### src/rtl/clock_pkg.sv
// Shared definitions for the clock time-setting controller.
// Contents:
//   TIME_W             - width of hour/minute values
//   HR_MAX_DEF/MIN_MAX_DEF - default wrap limits
//   state_t            - controller state encoding (also the mode output)
//   wrap_inc/wrap_dec  - modular +1/-1 over 0..max
package clock_pkg;
  localparam int TIME_W      = 6;
  localparam int HR_MAX_DEF  = 23;
  localparam int MIN_MAX_DEF = 59;

  typedef enum logic [1:0] {
    RUN     = 2'd0,
    SET_HR  = 2'd1,
    SET_MIN = 2'd2,
    COMMIT  = 2'd3
  } state_t;

  localparam logic [TIME_W-1:0] TIME_ONE = TIME_W'(1);

  function automatic logic [TIME_W-1:0] wrap_inc(input logic [TIME_W-1:0] v,
                                                 input logic [TIME_W-1:0] max);
    return (v == max) ? '0 : v + TIME_ONE;
  endfunction

  function automatic logic [TIME_W-1:0] wrap_dec(input logic [TIME_W-1:0] v,
                                                 input logic [TIME_W-1:0] max);
    return (v == '0) ? max : v - TIME_ONE;
  endfunction
endpackage

### src/rtl/clock_set_ctrl_btn_step_gen.sv
// Edge detect plus auto-repeat for one debounced button.
// Ports:
//   clk, rst  - clock, synchronous active-high reset
//   btn       - debounced, synchronised button level
//   en        - allows steps and auto-repeat; 0 gives edge detection only
//   clr       - clears the hold counter (state change / conflicting button)
//   press     - rising edge of btn (combinational from registered history)
//   step      - press while enabled, or an auto-repeat pulse
// A repeat sequence is only armed by a real press, so a button already held
// when the history was reset (history resets to 1) never steps.
module btn_step_gen #(
  parameter int HOLD_CYC = 50000000,
  parameter int REP_CYC  = 10000000
) (
  input  logic clk,
  input  logic rst,
  input  logic btn,
  input  logic en,
  input  logic clr,
  output logic press,
  output logic step
);
  localparam int CNT_W = $clog2(((HOLD_CYC > REP_CYC) ? HOLD_CYC : REP_CYC) + 1);

  logic             r_prev;
  logic             r_armed;
  logic             r_rep;
  logic [CNT_W-1:0] r_cnt;
  logic [CNT_W-1:0] w_target;
  logic             w_rpt;

  // r_cnt holds cycles elapsed since the last step; first gap is HOLD_CYC,
  // later gaps are REP_CYC.
  assign w_target = r_rep ? CNT_W'(REP_CYC) : CNT_W'(HOLD_CYC);
  assign w_rpt    = r_armed & btn & en & ~clr & (r_cnt == w_target);
  assign press    = btn & ~r_prev;
  assign step     = (press & en) | w_rpt;

  always_ff @(posedge clk) begin
    if (rst) begin
      r_prev  <= 1'b1;
      r_armed <= 1'b0;
      r_rep   <= 1'b0;
      r_cnt   <= '0;
    end else begin
      r_prev <= btn;
      if (!btn || !en) begin
        r_armed <= 1'b0;
        r_rep   <= 1'b0;
        r_cnt   <= '0;
      end else if (press) begin
        r_armed <= 1'b1;
        r_rep   <= 1'b0;
        r_cnt   <= CNT_W'(1);
      end else if (clr) begin
        r_armed <= 1'b0;
        r_rep   <= 1'b0;
        r_cnt   <= '0;
      end else if (r_armed) begin
        if (w_rpt) begin
          r_rep <= 1'b1;
          r_cnt <= CNT_W'(1);
        end else begin
          r_cnt <= r_cnt + CNT_W'(1);
        end
      end
    end
  end
endmodule

### src/rtl/clock_set_ctrl.sv
// Mode and time-setting controller for the digital clock.
// Walks RUN -> SET_HR -> SET_MIN -> COMMIT -> RUN on mode presses, edits the
// captured time with inc/dec (with auto-repeat), pauses the counter chain
// while editing and strobes load for one cycle on commit. An edit is
// abandoned (no load) after TIMEOUT_S idle seconds.
// Ports:
//   clk, rst                  - clock, synchronous active-high reset
//   tick_1hz                  - 1 Hz single-cycle enable
//   btn_mode/btn_inc/btn_dec  - debounced button levels
//   cur_hr/cur_min            - live time, captured on entering edit
//   run_en                    - counter chain count enable
//   load, load_hr, load_min   - load strobe and value
//   edit_hr, edit_min         - value under edit
//   mode                      - current state encoding
//   blink                     - blink phase of the edited field
module clock_set_ctrl
  import clock_pkg::*;
#(
  parameter int HR_MAX    = HR_MAX_DEF,
  parameter int MIN_MAX   = MIN_MAX_DEF,
  parameter int HOLD_CYC  = 50000000,
  parameter int REP_CYC   = 10000000,
  parameter int TIMEOUT_S = 30
) (
  input  logic              clk,
  input  logic              rst,
  input  logic              tick_1hz,
  input  logic              btn_mode,
  input  logic              btn_inc,
  input  logic              btn_dec,
  input  logic [TIME_W-1:0] cur_hr,
  input  logic [TIME_W-1:0] cur_min,
  output logic              run_en,
  output logic              load,
  output logic [TIME_W-1:0] load_hr,
  output logic [TIME_W-1:0] load_min,
  output logic [TIME_W-1:0] edit_hr,
  output logic [TIME_W-1:0] edit_min,
  output logic [1:0]        mode,
  output logic              blink
);
  localparam int IDLE_W = $clog2(TIMEOUT_S + 1);
  localparam logic [TIME_W-1:0] HR_LIM  = TIME_W'(HR_MAX);
  localparam logic [TIME_W-1:0] MIN_LIM = TIME_W'(MIN_MAX);

  state_t            r_state;
  state_t            r_state_d;
  logic              r_run_en;
  logic              r_load;
  logic [TIME_W-1:0] r_load_hr;
  logic [TIME_W-1:0] r_load_min;
  logic [TIME_W-1:0] r_edit_hr;
  logic [TIME_W-1:0] r_edit_min;
  logic              r_blink;
  logic [IDLE_W-1:0] r_idle;

  logic w_in_set;
  logic w_state_chg;
  logic w_mode_press, w_mode_step;
  logic w_inc_press, w_inc_step;
  logic w_dec_press, w_dec_step;
  logic w_inc_ok, w_dec_ok;
  logic w_activity;
  logic w_timeout;

  assign w_in_set    = (r_state == SET_HR) || (r_state == SET_MIN);
  // One-cycle-late view of a state change; restarts any hold in progress.
  assign w_state_chg = (r_state != r_state_d);

  btn_step_gen #(.HOLD_CYC(HOLD_CYC), .REP_CYC(REP_CYC)) u_mode (
    .clk(clk), .rst(rst), .btn(btn_mode), .en(1'b0), .clr(1'b0),
    .press(w_mode_press), .step(w_mode_step)
  );
  btn_step_gen #(.HOLD_CYC(HOLD_CYC), .REP_CYC(REP_CYC)) u_inc (
    .clk(clk), .rst(rst), .btn(btn_inc), .en(w_in_set),
    .clr(btn_dec | w_state_chg), .press(w_inc_press), .step(w_inc_step)
  );
  btn_step_gen #(.HOLD_CYC(HOLD_CYC), .REP_CYC(REP_CYC)) u_dec (
    .clk(clk), .rst(rst), .btn(btn_dec), .en(w_in_set),
    .clr(btn_inc | w_state_chg), .press(w_dec_press), .step(w_dec_step)
  );

  // A step is discarded whenever the opposite button is also down.
  assign w_inc_ok   = w_inc_step & ~btn_dec;
  assign w_dec_ok   = w_dec_step & ~btn_inc;
  assign w_activity = w_mode_press | w_mode_step | w_inc_press | w_dec_press |
                      w_inc_step | w_dec_step;
  assign w_timeout  = tick_1hz & ~w_activity & (r_idle == IDLE_W'(TIMEOUT_S - 1));

  always_ff @(posedge clk) begin
    if (rst) begin
      r_state    <= RUN;
      r_state_d  <= RUN;
      r_run_en   <= 1'b1;
      r_load     <= 1'b0;
      r_load_hr  <= '0;
      r_load_min <= '0;
      r_edit_hr  <= '0;
      r_edit_min <= '0;
      r_blink    <= 1'b0;
      r_idle     <= '0;
    end else begin
      r_state_d <= r_state;
      case (r_state)
        RUN: begin
          r_run_en <= 1'b1;
          r_load   <= 1'b0;
          r_blink  <= 1'b0;
          r_idle   <= '0;
          if (w_mode_press) begin
            r_state    <= SET_HR;
            r_run_en   <= 1'b0;
            r_edit_hr  <= (cur_hr > HR_LIM) ? '0 : cur_hr;
            r_edit_min <= (cur_min > MIN_LIM) ? '0 : cur_min;
          end
        end
        SET_HR, SET_MIN: begin
          if (w_mode_press) begin
            r_blink <= 1'b0;
            r_idle  <= '0;
            if (r_state == SET_HR) begin
              r_state <= SET_MIN;
            end else begin
              r_state    <= COMMIT;
              r_load     <= 1'b1;
              r_load_hr  <= r_edit_hr;
              r_load_min <= r_edit_min;
            end
          end else if (w_timeout) begin
            r_state  <= RUN;
            r_run_en <= 1'b1;
            r_blink  <= 1'b0;
            r_idle   <= '0;
          end else begin
            if (r_state == SET_HR) begin
              if (w_inc_ok)      r_edit_hr <= wrap_inc(r_edit_hr, HR_LIM);
              else if (w_dec_ok) r_edit_hr <= wrap_dec(r_edit_hr, HR_LIM);
            end else begin
              if (w_inc_ok)      r_edit_min <= wrap_inc(r_edit_min, MIN_LIM);
              else if (w_dec_ok) r_edit_min <= wrap_dec(r_edit_min, MIN_LIM);
            end
            if (tick_1hz) r_blink <= ~r_blink;
            if (w_activity)    r_idle <= '0;
            else if (tick_1hz) r_idle <= r_idle + IDLE_W'(1);
          end
        end
        COMMIT: begin
          r_load   <= 1'b0;
          r_run_en <= 1'b1;
          r_blink  <= 1'b0;
          r_state  <= RUN;
        end
        default: r_state <= RUN;
      endcase
    end
  end

  assign run_en   = r_run_en;
  assign load     = r_load;
  assign load_hr  = r_load_hr;
  assign load_min = r_load_min;
  assign edit_hr  = r_edit_hr;
  assign edit_min = r_edit_min;
  assign mode     = r_state;
  assign blink    = r_blink;
endmodule

### config.mk
export PLATFORM = sky130hd
export DESIGN_NAME = clock_set_ctrl
export DESIGN_NICKNAME = d
export VERILOG_FILES = /design/src/rtl/clock_pkg.sv /design/src/rtl/clock_set_ctrl_btn_step_gen.sv /design/src/rtl/clock_set_ctrl.sv
export SDC_FILE = /design/constraint.sdc
export NUM_CORES = 1
export LEC_CHECK = 0
export ABC_CLOCK_PERIOD_IN_PS = 9000
export BUFFER_PORTS_ARGS = -buffer_cell sky130_fd_sc_hd__buf_2
export CORE_AREA = 2 2 110 112
export CTS_BUF_LIST = sky130_fd_sc_hd__clkbuf_2
export DETAILED_ROUTE_END_ITERATION = 7
export DIE_AREA = 0 0 112 114
export SLEW_MARGIN = 0
export SYNTH_ARGS = -nofsm -noshare
export SYNTH_HDL_FRONTEND = slang
export SYNTH_SLANG_ARGS = --single-unit
### constraint.sdc
create_clock -name clk -period 9 [get_ports clk]
set_input_delay 0 -clock clk [delete_from_list [all_inputs] [get_ports clk]]
set_output_delay 0 -clock clk [all_outputs]
set_load 0.02 [all_outputs]
==> load_flow_metrics.sql, run 1 <==
INSERT INTO impl_metrics (metric_group, metric, value, unit) VALUES
('synth', 'synth_flop_cell', 'sky130_fd_sc_hd__dfxtp_1', ''),
('clock_tree', 'cts_num_sinks', '95', ''),
('synth', 'synth_top_cells_by_area', 'sky130_fd_sc_hd__dfxtp_1, sky130_fd_sc_hd__nor2_1, sky130_fd_sc_hd__xor2_1', ''),
('power', 'power_density', '147', 'nW/µm²'),
('floorplan', 'die_w', '112', 'µm'),
('clock_tree', 'tritoncts_buffers', '9', ''),
('sta', 'unrepaired_setup_endpoints_after_global_routing', 'no', ''),
('detailed_routing', 'first_pass_iters', '4', ''),
('synth', 'synthMostInstantiatedCell', 'sky130_fd_sc_hd__dfxtp_1', ''),
('synth', 'post_synth.cell_area_avg', '8.22', 'µm²'),
('global_route', 'grt_pass1_vias', '4365', ''),
('global_route', 'grt_start_max_net_pins', '33', ''),
('critical_path', 'cp-start-kind', 'register', ''),
('power', 'power.combinational.fraction', '0.203', ''),
('detailed_routing', 'dr_total_vias', '4481', ''),
('clock_tree', 'clock_tree.buffer_depth', '2', ''),
('status', 'run_status', 'finished, final reports clean', ''),
('critical_path', 'critPathMaxFanout', '18', ''),
('synth', 'syn-instance-count', '619', ''),
('finish', 'nets', '703', ''),
('synth', 'synth_top_area_cell', 'sky130_fd_sc_hd__dfxtp_1', ''),
('detailed_routing', 'wl_per_cell', '15.1', 'µm'),
('critical_path', 'critical_path.cell_chain', 'inv_1, ha_1, inv_1, or3_1, a2111o_1, a31o_4, a2111oi_4, nor2_1, a311oi_1, dlygate4sd3_1', ''),
('power', 'power.share.clock', '0.253', ''),
('synth', 'ys_ff_latch', '95', ''),
('global_route', 'initial_antenna_violation_count', '0', ''),
('clock_tree', 'clk_latency', '0.64', 'ns'),
('sta', 'clock-skew-final', '0.0320', 'ns'),
('finish', 'fillCellCount', '1148', ''),
('critical_path', 'crit_arrival', '5.28', 'ns'),
('clock_tree', 'post_cts_resized', '0', ''),
('floorplan', 'die_h', '114', 'µm'),
('clock_tree', 'htree_levels', '3', ''),
('synth', 'async_reset_ff_frac', '0', ''),
('power', 'cell_internal_pwr', '0.000568', 'W'),
('global_route', 'grt_pass1_wl', '20900', 'µm'),
('global_route', 'global_route.usage.total', '0.201', ''),
('sta', 'max_slew_margin', '0.433', ''),
('critical_path', 'critPathSlowestCell', 'sky130_fd_sc_hd__ha_1', ''),
('synth', 'synth_fp_nets', '654', ''),
('clock_tree', 'post-cts-setup-buffers', '0', ''),
('finish', 'area_growth', '12.4', '%'),
('synth', 'synthesis.area', '5090', 'µm²'),
('place', 'gp_congestion', '0.850', ''),
('detailed_routing', 'drt-initial-drc-count', '196', ''),
('detailed_routing', 'avgViaCountPerCell', '5.46', ''),
('sta', 'max_freq', '213', 'MHz'),
('clock_tree', 'worst_setup_hold_path_clk_slew', '0.25', 'ns'),
('sta', 'worst_slew_pin_slew', '0.848', 'ns'),
('synth', 'ys_seq_area_frac', '0.374', ''),
('synth', 'synth.cells.most_frequent', 'sky130_fd_sc_hd__dfxtp_1, sky130_fd_sc_hd__nor2_1, sky130_fd_sc_hd__nand2_1', ''),
('sta', 'shortest_clock_period_the_worst_path_allows_after_layout', '4.70', 'ns'),
('power', 'power.ir.vdd_worst', '0.0669', 'mV'),
('sta', 'final.setup.worst_slack', '4.30', 'ns'),
('sta', 'final-hold-violation-count', '0', ''),
('power', 'swShare', '0.324', ''),
('detailed_routing', 'route.antenna.remaining_nets', '0', ''),
('worst_hold_path', 'min-delay-path-class', 'in -> reg', ''),
('power', 'static_leakage', '2.03', 'nW'),
('clock_tree', 'root_buffer', 'sky130_fd_sc_hd__clkbuf_2', ''),
('synth', 'synth-edff-count', '0', ''),
('clock_tree', 'cts.hold.buffers_added', '23', ''),
('critical_path', 'worst-endpoint-required', '9.58', 'ns'),
('place', 'placement.setup.worst_slack', '4.89', 'ns'),
('floorplan', 'top_level_ports', '47', ''),
('sta', 'min_period_over_period', '0.523', ''),
('finish', 'finalCoreUtilization', '0.488', ''),
('sta', 'finalSetupViolations', '0', ''),
('floorplan', 'design.die.area', '12800', 'µm²'),
('finish', 'layout-drive-gt1-share', '0.110', ''),
('clock_tree', 'cts_tree', 'done', '');
-- flip-flops by register name, indices dropped and copies added (netlist names), 2 cells and up --
register / count
r_idle: 5
mode: 2
r_state_d: 2
u_dec.r_cnt: 26
edit_hr: 6
load_min: 6
u_inc.r_cnt: 26
edit_min: 6
load_hr: 6
-- power by group through the flow --
stage	Sequential (W)	Combinational [W]	Clock, W
floorplan	0.000460	0.000120	0
global placement	0.000464	0.000155	0
detailed placement	0.000464	0.000158	0
CTS	0.000456	0.000169	0.000219
global route	0.000460	0.000188	0.000235
finish	0.000457	0.000170	0.000213
-- path summary, 6_finish.rpt --
check	startpoint	to	slack [ns]	depth (start not counted)
worst max register to register	mode[1]	edit_hr[2]	4.30	10
worst max-delay path	mode[1]	edit_hr[2]	4.30	10
worst min register to register	load_min[3]	load_min[3]	0.48	2
worst min-delay path	cur_hr[5]	edit_hr[3]	0.07	5
-- routing by layer --
metal	part of all wire	vias to the layer above	routed length, µm	track usage
met5	0	-	0	0
met4	0.021	0	265	0.0951
met3	0.036	19	451	0.0377
met2	0.46	94	5640	0.328
met1	0.49	2110	6010	0.259
li1	-	2258	-	-
-- per-stage QoR --
step           hold WS (ns)  power, W  std cells  instance area, µm²
2_1_floorplan         0.104  0.000580        619                5090
3_3_place_gp          0.213  0.000619        781                5380
3_5_place_dp          0.220  0.000622        781                5380
4_1_cts              0.0141  0.000844        819                5710
5_1_grt              0.0559  0.000882        819                5710
6_report             0.0670  0.000840        820                5720
-- area by class of cell --
class | instances | area [µm²] | area share
Clock buffer | 9 | 45.0 | 0.00788
Tap cell | 147 | 184 | 0.0322
Timing Repair Buffer | 70 | 468 | 0.0819
Inverter | 19 | 71.3 | 0.0125
Multi-Input combinational cell | 473 | 2980 | 0.521
Sequential cell | 95 | 1900 | 0.333
Clock inverter | 6 | 62.6 | 0.0109
Antenna cell | 1 | 2.50 | 0.000438
-- cells by family after synthesis --
family / share of synthesized area
mux: 0.0197
simple gates: 0.296
buf+inv: 0.0401
fa+ha+maj: 0.0418
xor+xnor: 0.105
flops: 0.374
compound gates: 0.123
-- worst max-delay path: cells and delay by family (launching register included) --
family | cells | cell delay (ns)
buffers and inverters | 3 | 1.11
AND/OR/NAND/NOR | 2 | 0.55
flip-flops | 1 | 0.50
AO/OA/AOI/OAI | 4 | 1.74
adder cells (fa/ha/maj) | 1 | 0.76
-- cell usage in the layout (no fill, tap or decap), types with 19 or more instances in the layout --
master,n
sky130_fd_sc_hd__nor2_1,88
sky130_fd_sc_hd__xnor2_1,30
sky130_fd_sc_hd__nand2_1,66
sky130_fd_sc_hd__dfxtp_1,95
sky130_fd_sc_hd__a21oi_1,25
sky130_fd_sc_hd__xor2_1,31
sky130_fd_sc_hd__inv_1,19
sky130_fd_sc_hd__nand3_1,33
sky130_fd_sc_hd__buf_2,46
sky130_fd_sc_hd__dlygate4sd3_1,23
Power figures use the tool's default switching activity.
==> run 2, diff against run 1 <==
Settings changed: ABC_CLOCK_PERIOD_IN_PS 9000 to 4150.
Clock period 9 ns to 4.15 ns, I/O delays scaled along.
==> load_flow_metrics.sql, run 2 (same netlist as run 1, synthesis figures left out) <==
INSERT INTO impl_metrics (metric_group, metric, value, unit) VALUES
('detailed_routing', 'routed-wl-met3', '713', 'µm'),
('power', 'power.ir.vdd_worst', '0.229', 'mV'),
('clock_tree', 'clock_tree.buffer_depth', '2', ''),
('sta', 'finalSetupViolations', '0', ''),
('sta', 'final-hold-violation-count', '0', ''),
('detailed_routing', 'route.antenna.remaining_nets', '0', ''),
('critical_path', 'path_class', 'reg -> reg', ''),
('clock_tree', 'clk_latency', '0.59', 'ns'),
('clock_tree', 'cts_tree', 'done', ''),
('detailed_routing', 'drt-initial-drc-count', '198', ''),
('detailed_routing', 'wl_per_cell', '14.9', 'µm'),
('finish', 'fillCellCount', '1145', ''),
('run', 'max_cap_viol_count', '0', ''),
('floorplan', 'design.die.area', '12800', 'µm²'),
('finish', 'final_cell_mix', 'sky130_fd_sc_hd__dfxtp_1, sky130_fd_sc_hd__nor2_1, sky130_fd_sc_hd__nand2_1, sky130_fd_sc_hd__buf_2, sky130_fd_sc_hd__nand3_1', ''),
('status', 'run_status', 'finished, final reports clean', ''),
('power', 'power_switching', '0.000560', 'W'),
('critical_path', 'worst_path_dominant_cell_family', 'compound AO/OA/AOI/OAI gates', ''),
('sta', 'max_freq', '272', 'MHz'),
('clock_tree', 'tritoncts_buffers', '9', ''),
('power', 'power_density', '304', 'nW/µm²'),
('finish', 'commonest_non_fill_non_tap_cell_in_the_layout', 'sky130_fd_sc_hd__dfxtp_1', ''),
('detailed_routing', 'highest_signal_layer_in_the_routed_design', 'met4', ''),
('critical_path', 'crit_arrival', '4.22', 'ns'),
('clock_tree', 'htree_levels', '3', ''),
('detailed_routing', 'postRouteWirelength', '12300', 'µm'),
('critical_path', 'cpPeakStageDelay', '0.57', 'ns'),
('critical_path', 'critical_path.cell_chain', 'inv_1, ha_1, buf_4, and3_1, nand4_1, a2111o_1, a31o_4, a2111oi_4, buf_4, nor2_1, a311oi_1, dlygate4sd3_1', ''),
('power', 'power.combinational.fraction', '0.216', ''),
('detailed_routing', 'dr_total_vias', '4550', ''),
('detailed_routing', 'avgViaCountPerCell', '5.52', ''),
('global_route', 'grt_start_max_net_pins', '33', ''),
('global_route', 'global_route.usage.total', '0.197', ''),
('sta', 'holdWs', '0.121', 'ns'),
('critical_path', 'timing.rr.start', 'mode[1]', ''),
('global_route', 'grt_pass1_wl', '20600', 'µm'),
('critical_path', 'cp-start-kind', 'register', ''),
('clock_tree', 'worst_setup_hold_path_clk_slew', '0.23', 'ns'),
('sta', 'worst_slew_pin_slew', '0.821', 'ns'),
('floorplan', 'die_w', '112', 'µm'),
('global_route', 'gr-total-overflow', '0', ''),
('place', 'gp_congestion', '0.872', ''),
('finish', 'layout-drive-gt1-share', '0.112', ''),
('floorplan', 'initial_core_util', '0.434', ''),
('sta', 'clock-skew-final', '0.0209', 'ns'),
('detailed_routing', 'wirelength_met1', '5520', 'µm'),
('sta', 'max_slew_margin', '0.451', ''),
('detailed_routing', 'met2_length', '5840', 'µm'),
('sta', 'shortest_clock_period_the_worst_path_allows_after_layout', '3.67', 'ns'),
('place', 'placement.setup.worst_slack', '0.786', 'ns'),
('sta', 'final.setup.worst_slack', '0.479', 'ns'),
('finish', 'antenna-diode-count', '0', ''),
('place', 'dpl.hpwl', '8770', 'µm'),
('power', 'sequentialPowerShare', '0.570', ''),
('critical_path', 'crit_top_cell', 'sky130_fd_sc_hd__buf_4', ''),
('floorplan', 'die_h', '114', 'µm'),
('power', 'cell_internal_pwr', '0.00118', 'W'),
('floorplan', 'top_level_ports', '47', ''),
('power', 'power.share.clock', '0.214', ''),
('place', 'placement.io_buffers', '46', ''),
('sta', 'min_period_over_period', '0.884', ''),
('clock_tree', 'post_cts_resized', '0', ''),
('floorplan', 'core.rowCount', '40', ''),
('worst_hold_path', 'min-delay-path-class', 'in -> reg', ''),
('clock_tree', 'cts_num_sinks', '95', ''),
('critical_path', 'path_buf_inv', '4', ''),
('clock_tree', 'root_buffer', 'sky130_fd_sc_hd__clkbuf_2', ''),
('critical_path', 'crit_start', 'mode[1]', ''),
('sta', 'report.final.slew_viol_count', '0', ''),
('detailed_routing', 'first_pass_iters', '4', ''),
('power', 'swShare', '0.322', ''),
('worst_hold_path', 'holdCritStartpoint', 'cur_hr[5]', ''),
('finish', 'nets', '707', ''),
('critical_path', 'critPathSlowestCell', 'sky130_fd_sc_hd__dlygate4sd3_1', ''),
('sta', 'totalNegativeSetupSlack', '0', 'ns'),
('floorplan', 'core-area', '11700', 'µm²'),
('finish', 'largest_registers', 'u_dec.r_cnt (26), u_inc.r_cnt (26)', ''),
('critical_path', 'critical_path.endpoint_type', 'register', ''),
('detailed_routing', 'route.detailed.drc', '0', ''),
('global_route', 'initial_antenna_violation_count', '0', ''),
('power', 'static_leakage', '2.04', 'nW'),
('critical_path', 'worst-endpoint-required', '4.70', 'ns'),
('critical_path', 'critPathMaxFanout', '17', ''),
('finish', 'area_growth', '12.3', '%'),
('sta', 'unrepaired_setup_endpoints_after_global_routing', 'no', ''),
('global_route', 'grt_pass1_vias', '4279', '');
==> run 2: metrics by stage <==
| step | cells | cell area (µm²) | total power [W] | util |
|---|---|---|---|---|
| 2_1_floorplan | 619 | 5090 | 0.00126 | - |
| 3_3_place_gp | 783 | 5390 | 0.00135 | 0.460 |
| 3_5_place_dp | 783 | 5390 | 0.00135 | 0.460 |
| 4_1_cts | 822 | 5700 | 0.00176 | 0.487 |
| 5_1_grt | 824 | 5710 | 0.00184 | 0.488 |
| 6_report | 824 | 5710 | 0.00174 | 0.488 |
==> run 2: final timing paths <==
| path | end | slack, ns | cells past startpoint |
|---|---|---|---|
| min reg2reg | u_dec.r_armed | 0.47 | 1 |
| max reg2reg | edit_hr[2] | 0.48 | 12 |
| max | edit_hr[2] | 0.48 | 12 |
| min | edit_hr[3] | 0.12 | 5 |
==> run 2: power by group through the flow <==
stage | clock network (W) | registers, W | logic (W)
after floorplan | 0 | 0.000997 | 0.000261
after global placement | 0 | 0.00101 | 0.000340
after detailed placement | 0 | 0.00101 | 0.000344
after CTS | 0.000398 | 0.000990 | 0.000368
after global routing | 0.000429 | 0.000997 | 0.000414
final | 0.000373 | 0.000990 | 0.000375
==> run 2: worst register-to-register path: stages (launching register included) <==
cell                            delay (ns)
sky130_fd_sc_hd__dfxtp_1              0.49
sky130_fd_sc_hd__inv_1                0.14
sky130_fd_sc_hd__ha_1                 0.35
sky130_fd_sc_hd__buf_4                0.27
sky130_fd_sc_hd__and3_1               0.19
sky130_fd_sc_hd__nand4_1              0.10
sky130_fd_sc_hd__a2111o_1             0.49
sky130_fd_sc_hd__a31o_4               0.30
sky130_fd_sc_hd__a2111oi_4            0.27
sky130_fd_sc_hd__buf_4                0.20
sky130_fd_sc_hd__nor2_1               0.04
sky130_fd_sc_hd__a311oi_1             0.23
sky130_fd_sc_hd__dlygate4sd3_1        0.57
==> run 2: cell type report <==
cell class	count	area (µm²)	area share
multi-input combinational	473	2980	0.522
clock buffer	10	50.0	0.00876
inverter	19	71.3	0.0125
clock inverter	6	27.5	0.00482
timing repair buffer	74	498	0.0872
tap	147	184	0.0322
sequential	95	1900	0.333
==> run 2: repair_timing <==
action                     in CTS  in global routing
buffers inserted                0                  2
hold endpoints to repair       40                  0
hold buffers                   23                  0
setup endpoints to repair       0                  1
==> run 2: routing by layer <==
layer / vias up / track usage
met3: 24 / 0.0558
met2: 128 / 0.331
met1: 2127 / 0.245
met4: 0 / 0.0667
met5: - / 0
li1: 2271 / -
